<file path="src/rtl/conv_seq_ctrl.sv">
// Convolution + max-pool sequencer: walks a KxK kernel over the image one pooled window at a time.
// Optional CONV_CTRL_PERF_EN adds busy-cycle and output-stall counters.
module conv_seq_ctrl #(
  parameter int IMG_W   = 8,
  parameter int IMG_H   = 8,
  parameter int K       = 3,
  parameter int POOL    = 2,
  parameter int ADDR_W  = 6,
  parameter int WADDR_W = 4,
  parameter int IDX_W   = 4
) (
  input  logic               clk,
  input  logic               rst,
  input  logic               start,
  input  logic               pool_ready,
  output logic [ADDR_W-1:0]  img_addr,
  output logic [WADDR_W-1:0] wgt_addr,
  output logic               mac_en,
  output logic               mac_first,
  output logic               mac_last,
  output logic               conv_vld,
  output logic               pool_first,
  output logic               pool_last,
  output logic               pool_vld,
  output logic [IDX_W-1:0]   pool_idx,
  output logic               busy,
  output logic               done
`ifdef CONV_CTRL_PERF_EN
  ,
  output logic [15:0]        cyc_cnt,
  output logic [15:0]        stall_cnt
`endif
);

  // state | meaning
  // IDLE  | waiting for start
  // RUN   | one kernel tap address issued per cycle
  // DRAIN | 3 cycles for the MAC / pool pipeline to settle
  // OUT   | pooled result presented, waiting for pool_ready
  // DONE  | one-cycle frame-complete pulse
  localparam logic [2:0] S_IDLE  = 3'd0;
  localparam logic [2:0] S_RUN   = 3'd1;
  localparam logic [2:0] S_DRAIN = 3'd2;
  localparam logic [2:0] S_OUT   = 3'd3;
  localparam logic [2:0] S_DONE  = 3'd4;

  localparam int NPC = (IMG_W - K + 1) / POOL;
  localparam int NPR = (IMG_H - K + 1) / POOL;
  localparam int CW  = (K > 1) ? $clog2(K) : 1;
  localparam int PW  = (POOL > 1) ? $clog2(POOL) : 1;
  localparam int CCW = (NPC > 1) ? $clog2(NPC) : 1;
  localparam int CRW = (NPR > 1) ? $clog2(NPR) : 1;
  localparam logic [1:0] DRAIN_LAST = 2'd2;

  logic [2:0]     state;
  logic [CW-1:0]  kx, ky;
  logic [PW-1:0]  px, py;
  logic [CCW-1:0] pcol;
  logic [CRW-1:0] prow;
  logic [1:0]     drain_cnt;
  logic           pix_first_d, pix_last_d;

  logic kx_end, ky_end, px_end, py_end, pcol_end, prow_end;
  logic tap_last, win_last, frame_last, run;

  assign kx_end     = (kx == CW'(K - 1));
  assign ky_end     = (ky == CW'(K - 1));
  assign px_end     = (px == PW'(POOL - 1));
  assign py_end     = (py == PW'(POOL - 1));
  assign pcol_end   = (pcol == CCW'(NPC - 1));
  assign prow_end   = (prow == CRW'(NPR - 1));
  assign tap_last   = kx_end && ky_end;
  assign win_last   = tap_last && px_end && py_end;
  assign frame_last = pcol_end && prow_end;
  assign run        = (state == S_RUN);

  // Addresses follow the counters, which are frozen outside RUN so the RAM ports hold.
  assign img_addr = (ADDR_W'(prow) * ADDR_W'(POOL) + ADDR_W'(py) + ADDR_W'(ky)) * ADDR_W'(IMG_W)
                  + ADDR_W'(pcol) * ADDR_W'(POOL) + ADDR_W'(px) + ADDR_W'(kx);
  assign wgt_addr = WADDR_W'(ky) * WADDR_W'(K) + WADDR_W'(kx);

  assign pool_vld = (state == S_OUT);
  assign busy     = (state != S_IDLE);
  assign done     = (state == S_DONE);

  always_ff @(posedge clk or negedge rst) begin
    if (!rst) begin
      state     <= S_IDLE;
      kx        <= '0;
      ky        <= '0;
      px        <= '0;
      py        <= '0;
      pcol      <= '0;
      prow      <= '0;
      drain_cnt <= '0;
      pool_idx  <= '0;
    end else begin
      case (state)
        S_IDLE: begin
          if (start) begin
            state    <= S_RUN;
            kx       <= '0;
            ky       <= '0;
            px       <= '0;
            py       <= '0;
            pcol     <= '0;
            prow     <= '0;
            pool_idx <= '0;
          end
        end
        S_RUN: begin
          if (win_last) begin
            state     <= S_DRAIN;
            drain_cnt <= '0;
          end else if (!kx_end) begin
            kx <= kx + 1'b1;
          end else begin
            kx <= '0;
            if (!ky_end) begin
              ky <= ky + 1'b1;
            end else begin
              ky <= '0;
              if (!px_end) begin
                px <= px + 1'b1;
              end else begin
                px <= '0;
                py <= py + 1'b1;
              end
            end
          end
        end
        S_DRAIN: begin
          if (drain_cnt == DRAIN_LAST) state <= S_OUT;
          else drain_cnt <= drain_cnt + 1'b1;
        end
        S_OUT: begin
          if (pool_ready) begin
            if (frame_last) begin
              state <= S_DONE;
            end else begin
              state    <= S_RUN;
              kx       <= '0;
              ky       <= '0;
              px       <= '0;
              py       <= '0;
              pool_idx <= pool_idx + 1'b1;
              if (!pcol_end) begin
                pcol <= pcol + 1'b1;
              end else begin
                pcol <= '0;
                prow <= prow + 1'b1;
              end
            end
          end
        end
        S_DONE:  state <= S_IDLE;
        default: state <= S_IDLE;
      endcase
    end
  end

  // Strobes trail the address issue: MAC sees RAM data one cycle later, conv sum one more.
  always_ff @(posedge clk or negedge rst) begin
    if (!rst) begin
      mac_en      <= 1'b0;
      mac_first   <= 1'b0;
      mac_last    <= 1'b0;
      pix_first_d <= 1'b0;
      pix_last_d  <= 1'b0;
      conv_vld    <= 1'b0;
      pool_first  <= 1'b0;
      pool_last   <= 1'b0;
    end else begin
      mac_en      <= run;
      mac_first   <= run && (kx == '0) && (ky == '0);
      mac_last    <= run && tap_last;
      pix_first_d <= run && tap_last && (px == '0) && (py == '0);
      pix_last_d  <= run && win_last;
      conv_vld    <= mac_last;
      pool_first  <= pix_first_d;
      pool_last   <= pix_last_d;
    end
  end

`ifdef CONV_CTRL_PERF_EN
  always_ff @(posedge clk or negedge rst) begin
    if (!rst) begin
      cyc_cnt   <= '0;
      stall_cnt <= '0;
    end else if (state == S_IDLE) begin
      if (start) begin
        cyc_cnt   <= '0;
        stall_cnt <= '0;
      end
    end else begin
      if (cyc_cnt != 16'hFFFF) cyc_cnt <= cyc_cnt + 16'd1;
      if (state == S_OUT && !pool_ready && stall_cnt != 16'hFFFF)
        stall_cnt <= stall_cnt + 16'd1;
    end
  end
`endif

endmodule
</file>
<file path="config.mk">
export PLATFORM = sky130hd
export DESIGN_NAME = conv_seq_ctrl
export DESIGN_NICKNAME = d
export VERILOG_FILES = /design/src/rtl/conv_seq_ctrl.sv
export SDC_FILE = /design/constraint.sdc
export NUM_CORES = 1
export LEC_CHECK = 0
export CORE_ASPECT_RATIO = 1.1
export CORE_MARGIN = 1.5
export CORE_UTILIZATION = 50
export CTS_CLUSTER_DIAMETER = 60
export DETAILED_ROUTE_END_ITERATION = 16
export DONT_BUFFER_PORTS = 1
export HOLD_SLACK_MARGIN = 0.05
export PLACE_DENSITY = 0.63
export SYNTH_ARGS = -nofsm -noshare
export SYNTH_HDL_FRONTEND = slang
export SYNTH_SLANG_ARGS = --single-unit
</file>
<file path="constraint.sdc">
create_clock -name clk -period 3.1 [get_ports clk]
set_input_delay 0.62 -clock clk [delete_from_list [all_inputs] [get_ports clk]]
set_output_delay 0.62 -clock clk [all_outputs]
set_load 0.05 [all_outputs]
</file>
==> results of run 1 <==
-- sequential cells by signal (all words and copies together) (netlist names) --
name         count
pool_idx         4
prow             2
pool_first       1
px               1
conv_vld         1
state            3
pool_last        1
pcol             2
mac_en           1
drain_cnt        2
kx               2
py               1
mac_last         1
pix_first_d      1
pix_last_d       1
ky               2
mac_first        1
-- repair_timing --
| action | in CTS | in global routing |
|---|---|---|
| hold buffers | 1 | 0 |
| resized for setup | 0 | 1 |
| endpoints found under the setup margin | 0 | 2 |
| endpoints found under the hold margin | 27 | 0 |
| setup buffers | 0 | 3 |
-- cell families (layout without fill, tap and decap cells) --
group	Yosys count	after routing	synth area share, %
and+or+nand+nor	62	62	20.5
AOI/OAI and AO/OA	30	30	13.9
DFF	27	27	40.9
buffers and inverters	20	27	6.44
adders and majority gates	15	15	13.2
xor gates and xnor gates	5	5	2.65
muxes	4	4	2.42
-- routing by layer --
| layer | vias up | GRT usage [%] | routed length, µm |
|---|---|---|---|
| li1 | 582 | - | - |
| met1 | 575 | 26.4 | 1520 |
| met4 | 0 | 5.23 | 40 |
| met5 | - | 0 | 0 |
| met2 | 28 | 27.4 | 1470 |
| met3 | 4 | 2.87 | 111 |
-- final cells by class --
| type | instances | area, µm² | share of cell area (%) |
|---|---|---|---|
| clock inverter | 1 | 7.51 | 0.427 |
| inverter | 14 | 52.6 | 2.99 |
| multi-input combinational | 116 | 875 | 49.8 |
| clock buffer | 3 | 22.5 | 1.28 |
| timing repair buffer | 9 | 80.1 | 4.56 |
| tap | 34 | 42.5 | 2.42 |
| sequential | 27 | 677 | 38.5 |
-- final timing paths --
path                                       start                    to  slack, ps  cells past startpoint
setup reg to reg               ky[0]$_DFFE_PN0P_     ky[0]$_DFFE_PN0P_       1190                      6
setup / recovery               ky[0]$_DFFE_PN0P_           wgt_addr[2]        110                      6
min in group clk           pix_first_d$_DFF_PN0_  pool_first$_DFF_PN0_        380                      0
hold / removal                               rst   mac_first$_DFF_PN0_         80                      1
hold reg to reg            pix_first_d$_DFF_PN0_  pool_first$_DFF_PN0_        380                      0
max in group asynchronous                    rst     kx[1]$_DFFE_PN0P_       2860                      1
-- cells in the mapped netlist, types with 2 or more instances --
cell type  count
nor2b_1        2
nand3b_1       3
nor2_1        10
dfrtp_1       27
clkbuf_8       2
o21ai_0        8
nor3b_1        2
nor3_1         3
xor2_1         2
a21oi_1        3
ha_1          11
buf_2          3
nand2_1       20
mux2i_1        4
nand3_1        7
xnor2_1        3
fa_1           4
a22o_1         2
o31ai_1        3
inv_1         13
-- power groups by stage --
stage	Clock, W	Combinational (W)	Sequential (W)
floorplan	0	0.000881	0.000540
global placement	0	0.000980	0.000582
detailed placement	0	0.000999	0.000588
CTS	0.000165	0.00101	0.000581
global route	0.000185	0.00110	0.000592
finish	0.000163	0.00103	0.000580
-- stage by stage --
| stage | hold WS, ps | setup slack [ps] | power, W |
|---|---|---|---|
| 2_1_floorplan | 324 | 381 | 0.00142 |
| 3_3_place_gp | 325 | 481 | 0.00156 |
| 3_5_place_dp | 325 | 401 | 0.00159 |
| 4_1_cts | 74.0 | 4.46 | 0.00176 |
| 5_1_grt | 56.8 | 2.64 | 0.00188 |
| 6_report | 75.2 | 113 | 0.00178 |
==> implementation parameters, run 1 <==
Parameter                              Value

Run status
  Status    finished, violations left
  Failing checks    design-rule violations

Layout
  Post-Layout Inst Area    1760 µm²
  Count of non-filler cells in the finished layout    204
  Share of layout cells above drive strength 1    17.1%
  Total inserted antenna cells    0
  Most frequent standard cell in the layout excluding fill and tap cells    dfrtp_1
  Final core area utilization    56.7%
  Number of nets in the finished design    190
  Number of filler instances in the final layout    279
  Growth of design area from synthesis to finish    6.36%
  Commonest cells after routing, fill and taps aside    26 x dfrtp_1, 20 x nand2_1, 13 x inv_1, 11 x ha_1, 10 x nor2_1

Floorplan
  Die Span Y    63.3 µm
  Die span in x    57.8 µm
  Effective utilization at floorplan    53.3%
  Rows    21
  Die area    3660 µm²
  Number of I/O pins    27
  Core Region    3100 µm²

Yosys
  Proportion of netlist area held by the largest area contributor    40.9%
  Sequential-to-total area share from yosys stat    40.9%
  Area contributors post-synth    dfrtp_1 41%, ha_1 8.3%, fa_1 4.8%
  Cell area after synthesis    1650 µm²
  Synth async-reset ratio    100%
  Post-Synthesis Cells    163
  Library cells used by synthesis    51
  Yosys synthesis warning count    0
  Yosys reg bits    27
  Ys flop type    dfrtp_1
  Biggest area consumer among synthesized cells    dfrtp_1
  Post-Synthesis Net Count    182
  EDFF count, synth    0
  Per-instance average area after synthesis    10.1 µm²

Worst hold path
  Path category of the worst min-delay check    input pin to async pin

Power and ir drop
  Sequential group share of total power    32.7%
  Switching Share    54.8%
  Internal power    0.000803 W
  Combinational share of power    58.2%
  Total net switching power    0.000973 W
  Power density over the cells    1010 nW/µm²
  Share of power burned in the clock network    9.2%
  Static leakage power    0.823 nW
  Worst vdd rail ir drop    0.000855 V

Detailed routing
  Overall routed net length    3.14 mm
  Avg WL per Cell    15.4 µm
  Remaining number of nets flagged by the antenna check after routing    0
  Detailed Route Iter0 Violations    65
  Detailed Routing Iterations Pass 1    12
  DRC viols    1
  Total via count in the routed design    1189
  Via density per instance    5.83

Clocking
  CTS buffer count    3
  Deepest clock path buffer count    2
  H-tree Lvls    1
  Total clock sinks    27
  Post-CTS clock slew at the launch and capture registers of the worst setup and hold paths    160 ps
  Clock network latency to the later pin of the worst-skew pair    330 ps
  Root Buffer Master    clkbuf_4
  TritonCTS clock tree    done

GRT
  Wire length of the first global-routing pass    5.13 mm
  Initial antenna violation count    0
  GRT Resource Usage Total    18.0%
  Final global-route overflow total    0
  Via count of the first global-routing pass    1114
  Maximum number of pins on one net before global-route repair    28

Worst setup path
  Dominant delay contributor by cell family on the critical path    adder cells
  Maximum fanout encountered on the critical timing path    4
  Buf+Inv Stages, Crit Path    3
  Critical path, cell by cell    inv_1, fa_1, inv_1, ha_1, fa_1, buf_4
  Longest individual stage delay on the worst path    540 ps
  Setup crit start kind    flip-flop
  Required time of the worst setup path    2480 ps
  Critical-path cell with the highest stage delay    fa_1
  Worst setup path class    flip-flop to primary output
  Critical Path Sink Type    primary output
  Worst endpoint data arrival time    2370 ps

STA
  Final hold viol count    0
  Final setup viols    0
  Final period util    96.3%
  Final critical-path required period    2990 ps
  Number of slew-limit violations in the final report    0
  Top achievable clock speed    0.335 GHz
  Unrepaired setup endpoints after global routing    false
  Fin Setup TNS    0 ps
  Tightest Pin Transition    868 ps
  Clock tree skew after final layout    4.10 ps
  Max-Slew Margin vs Limit    41.9%

Placement
  Placed cell area    1680 µm²
  Port Buf Inserts    0
  RePlAce Congestion    0.799
  Post-Place Cells    196
  DP Wirelength    2.22 mm

Run
  Number of max-cap violations    0
No activity file was read; power rests on OpenSTA's default activity.
==> inputs of run 2 (changes only) <==
==> constraint.sdc (replaced) <==
create_clock -name clk -period 3.1 [get_ports clk]
set_input_delay 0.465 -clock clk [delete_from_list [all_inputs] [get_ports clk]]
set_output_delay 0.465 -clock clk [all_outputs]
set_load 0.05 [all_outputs]
==> run 2 against run 1 <==
Effect of this change:
- the run still ends with design-rule violations left
- total power shrank 1.7%
- fmax grew 1.3%
- cell count shrank 1.5%
- critical path depth shrank 1
- worst hold slack gained 190 ps
- die area is the same
- clock skew grew 0.69 ps
- critical endpoint unchanged
==> implementation parameters, run 2 (synthesized netlist as in run 1, its figures left out) <==
Parameter                              Value

Worst setup path
  Dominant delay contributor by cell family on the critical path    adder cells
  Worst endpoint data arrival time    2480 ps
  Critical Path Sink Type    primary output
  Buf+Inv Stages, Crit Path    2
  Required time of the worst setup path    2630 ps
  Critical path, cell by cell    inv_1, fa_1, inv_1, ha_1, fa_2
  Longest individual stage delay on the worst path    700 ps
  Critical-path cell with the highest stage delay    fa_2
  Setup crit start kind    flip-flop
  Maximum fanout encountered on the critical timing path    9
  Worst setup path class    flip-flop to primary output
  Most prevalent standard cell on the critical path    inv_1

Clocking
  H-tree Lvls    1
  Total clock sinks    27
  Post-CTS clock slew at the launch and capture registers of the worst setup and hold paths    150 ps
  TritonCTS clock tree    done
  Root Buffer Master    clkbuf_4
  Total setup buffers inserted after CTS    0
  CTS buffer count    3
  Clock network latency to the later pin of the worst-skew pair    330 ps
  Deepest clock path buffer count    2

STA
  Top achievable clock speed    0.339 GHz
  Final hold viol count    0
  Unrepaired setup endpoints after global routing    false
  Worst hold slack across all endpoints    269 ps
  Tightest Pin Transition    864 ps
  Final critical-path required period    2950 ps
  Clock tree skew after final layout    4.79 ps
  Final period util    95.1%
  Fin Setup TNS    0 ps
  Number of slew-limit violations in the final report    0
  Max-Slew Margin vs Limit    42.2%
  Final setup viols    0

Floorplan
  Die area    3660 µm²
  Die Span Y    63.3 µm
  Number of I/O pins    27
  Core Region    3100 µm²
  Rows    21
  Effective utilization at floorplan    53.3%
  Die span in x    57.8 µm

Run status
  Status    finished, violations left
  Failing checks    design-rule violations

Run
  Number of max-cap violations    0

Layout
  Total inserted antenna cells    0
  Commonest cells after routing, fill and taps aside    27 x dfrtp_1, 20 x nand2_1, 13 x inv_1, 11 x ha_1, 10 x nor2_1
  Share of layout cells above drive strength 1    15.0%
  Number of filler instances in the final layout    273
  Most frequent standard cell in the layout excluding fill and tap cells    dfrtp_1
  Growth of design area from synthesis to finish    5.23%
  Biggest regs    pool_idx (4), state (3)
  Register name with the most flops    pool_idx
  Flip-flop count of the largest register after layout    4
  Number of nets in the finished design    187

Detailed routing
  Avg WL per Cell    15.5 µm
  Via density per instance    5.88
  DRC viols    2
  Total via count in the routed design    1181
  Overall routed net length    3.11 mm
  Detailed Routing Iterations Pass 1    10
  Detailed Route Iter0 Violations    36
  Remaining number of nets flagged by the antenna check after routing    0

GRT
  Maximum number of pins on one net before global-route repair    28
  GRT Resource Usage Total    18.3%
  Final global-route overflow total    0
  Wire length of the first global-routing pass    5.31 mm
  Initial antenna violation count    0
  Via count of the first global-routing pass    1146

Worst hold path
  Path category of the worst min-delay check    input pin to flip-flop

Power and ir drop
  Power density over the cells    1000 nW/µm²
  Static leakage power    0.806 nW
  Total chip power    0.00175 W
  Worst vdd rail ir drop    0.000804 V

Placement
  RePlAce Congestion    0.793
  DP Wirelength    2.32 mm
  Port Buf Inserts    0
run 2: cell types whose count changed in the layout (fill, tap and decap cells not counted), sizes merged:
cell	change
dlygate4sd3	+1
buf	-4
run 2: what timing repair did:
item | 4_1_cts | 5_1_grt
hold endpoints to repair | 27 | 0
hold buffers | 2 | 0
endpoints found under the setup margin | 0 | 1
gates resized for setup | 0 | 1
run 2: metrics by stage:
stage	util [%]	cells	setup WS, ps	area [µm²]
3_3_place_gp	54.0	195	493	1680
4_1_cts	56.0	201	35.1	1740
2_1_floorplan	-	163	536	1650
3_5_place_dp	54.0	195	429	1680
5_1_grt	56.1	201	31.5	1740
6_report	56.1	201	150	1740
run 2: final timing paths:
path,from,to,slack (ps),cells past startpoint
setup / recovery,kx[1]$_DFFE_PN0P_,wgt_addr[2],150,5
hold / removal,pool_ready,state[2]$_DFFE_PN0P_,270,2
setup reg to reg,ky[0]$_DFFE_PN0P_,ky[0]$_DFFE_PN0P_,1180,6
hold reg to reg,pix_first_d$_DFF_PN0_,pool_first$_DFF_PN0_,370,0
max in group asynchronous,rst,pcol[0]$_DFFE_PN0P_,2400,2
min in group asynchronous,rst,mac_en$_DFF_PN0_,550,2
run 2: cell type report:
type | count | area, µm² | share of cell area (%)
Clock buffer | 3 | 22.5 | 1.30
Multi-Input combinational cell | 116 | 877 | 50.5
Tap cell | 34 | 42.5 | 2.45
Sequential cell | 27 | 676 | 38.9
Inverter | 14 | 52.6 | 3.02
Clock inverter | 1 | 7.51 | 0.432
Timing Repair Buffer | 6 | 60.1 | 3.46
run 2: power by group:
part | switching, W | leakage (nW) | internal [W]
clock | 0.000108 | 0.0139 | 0.0000494
combinational | 0.000689 | 0.435 | 0.000317
sequential | 0.000166 | 0.357 | 0.000416
run 2: layer usage:
| metal | GRT usage, % | routed length, µm | vias up |
|---|---|---|---|
| met5 | 0 | 0 | - |
| met4 | 6.10 | 23 | 0 |
| met3 | 3.29 | 124 | 4 |
| met2 | 28.6 | 1520 | 27 |
| met1 | 25.5 | 1440 | 574 |
| li1 | - | - | 576 |
run 2: worst reg2reg max path, stage by stage (launching register included):
cell	delay (ps)
dfrtp_1	450
inv_1	180
ha_1	210
nand3b_1	130
or4_4	520
and4_4	230
o32ai_2	130
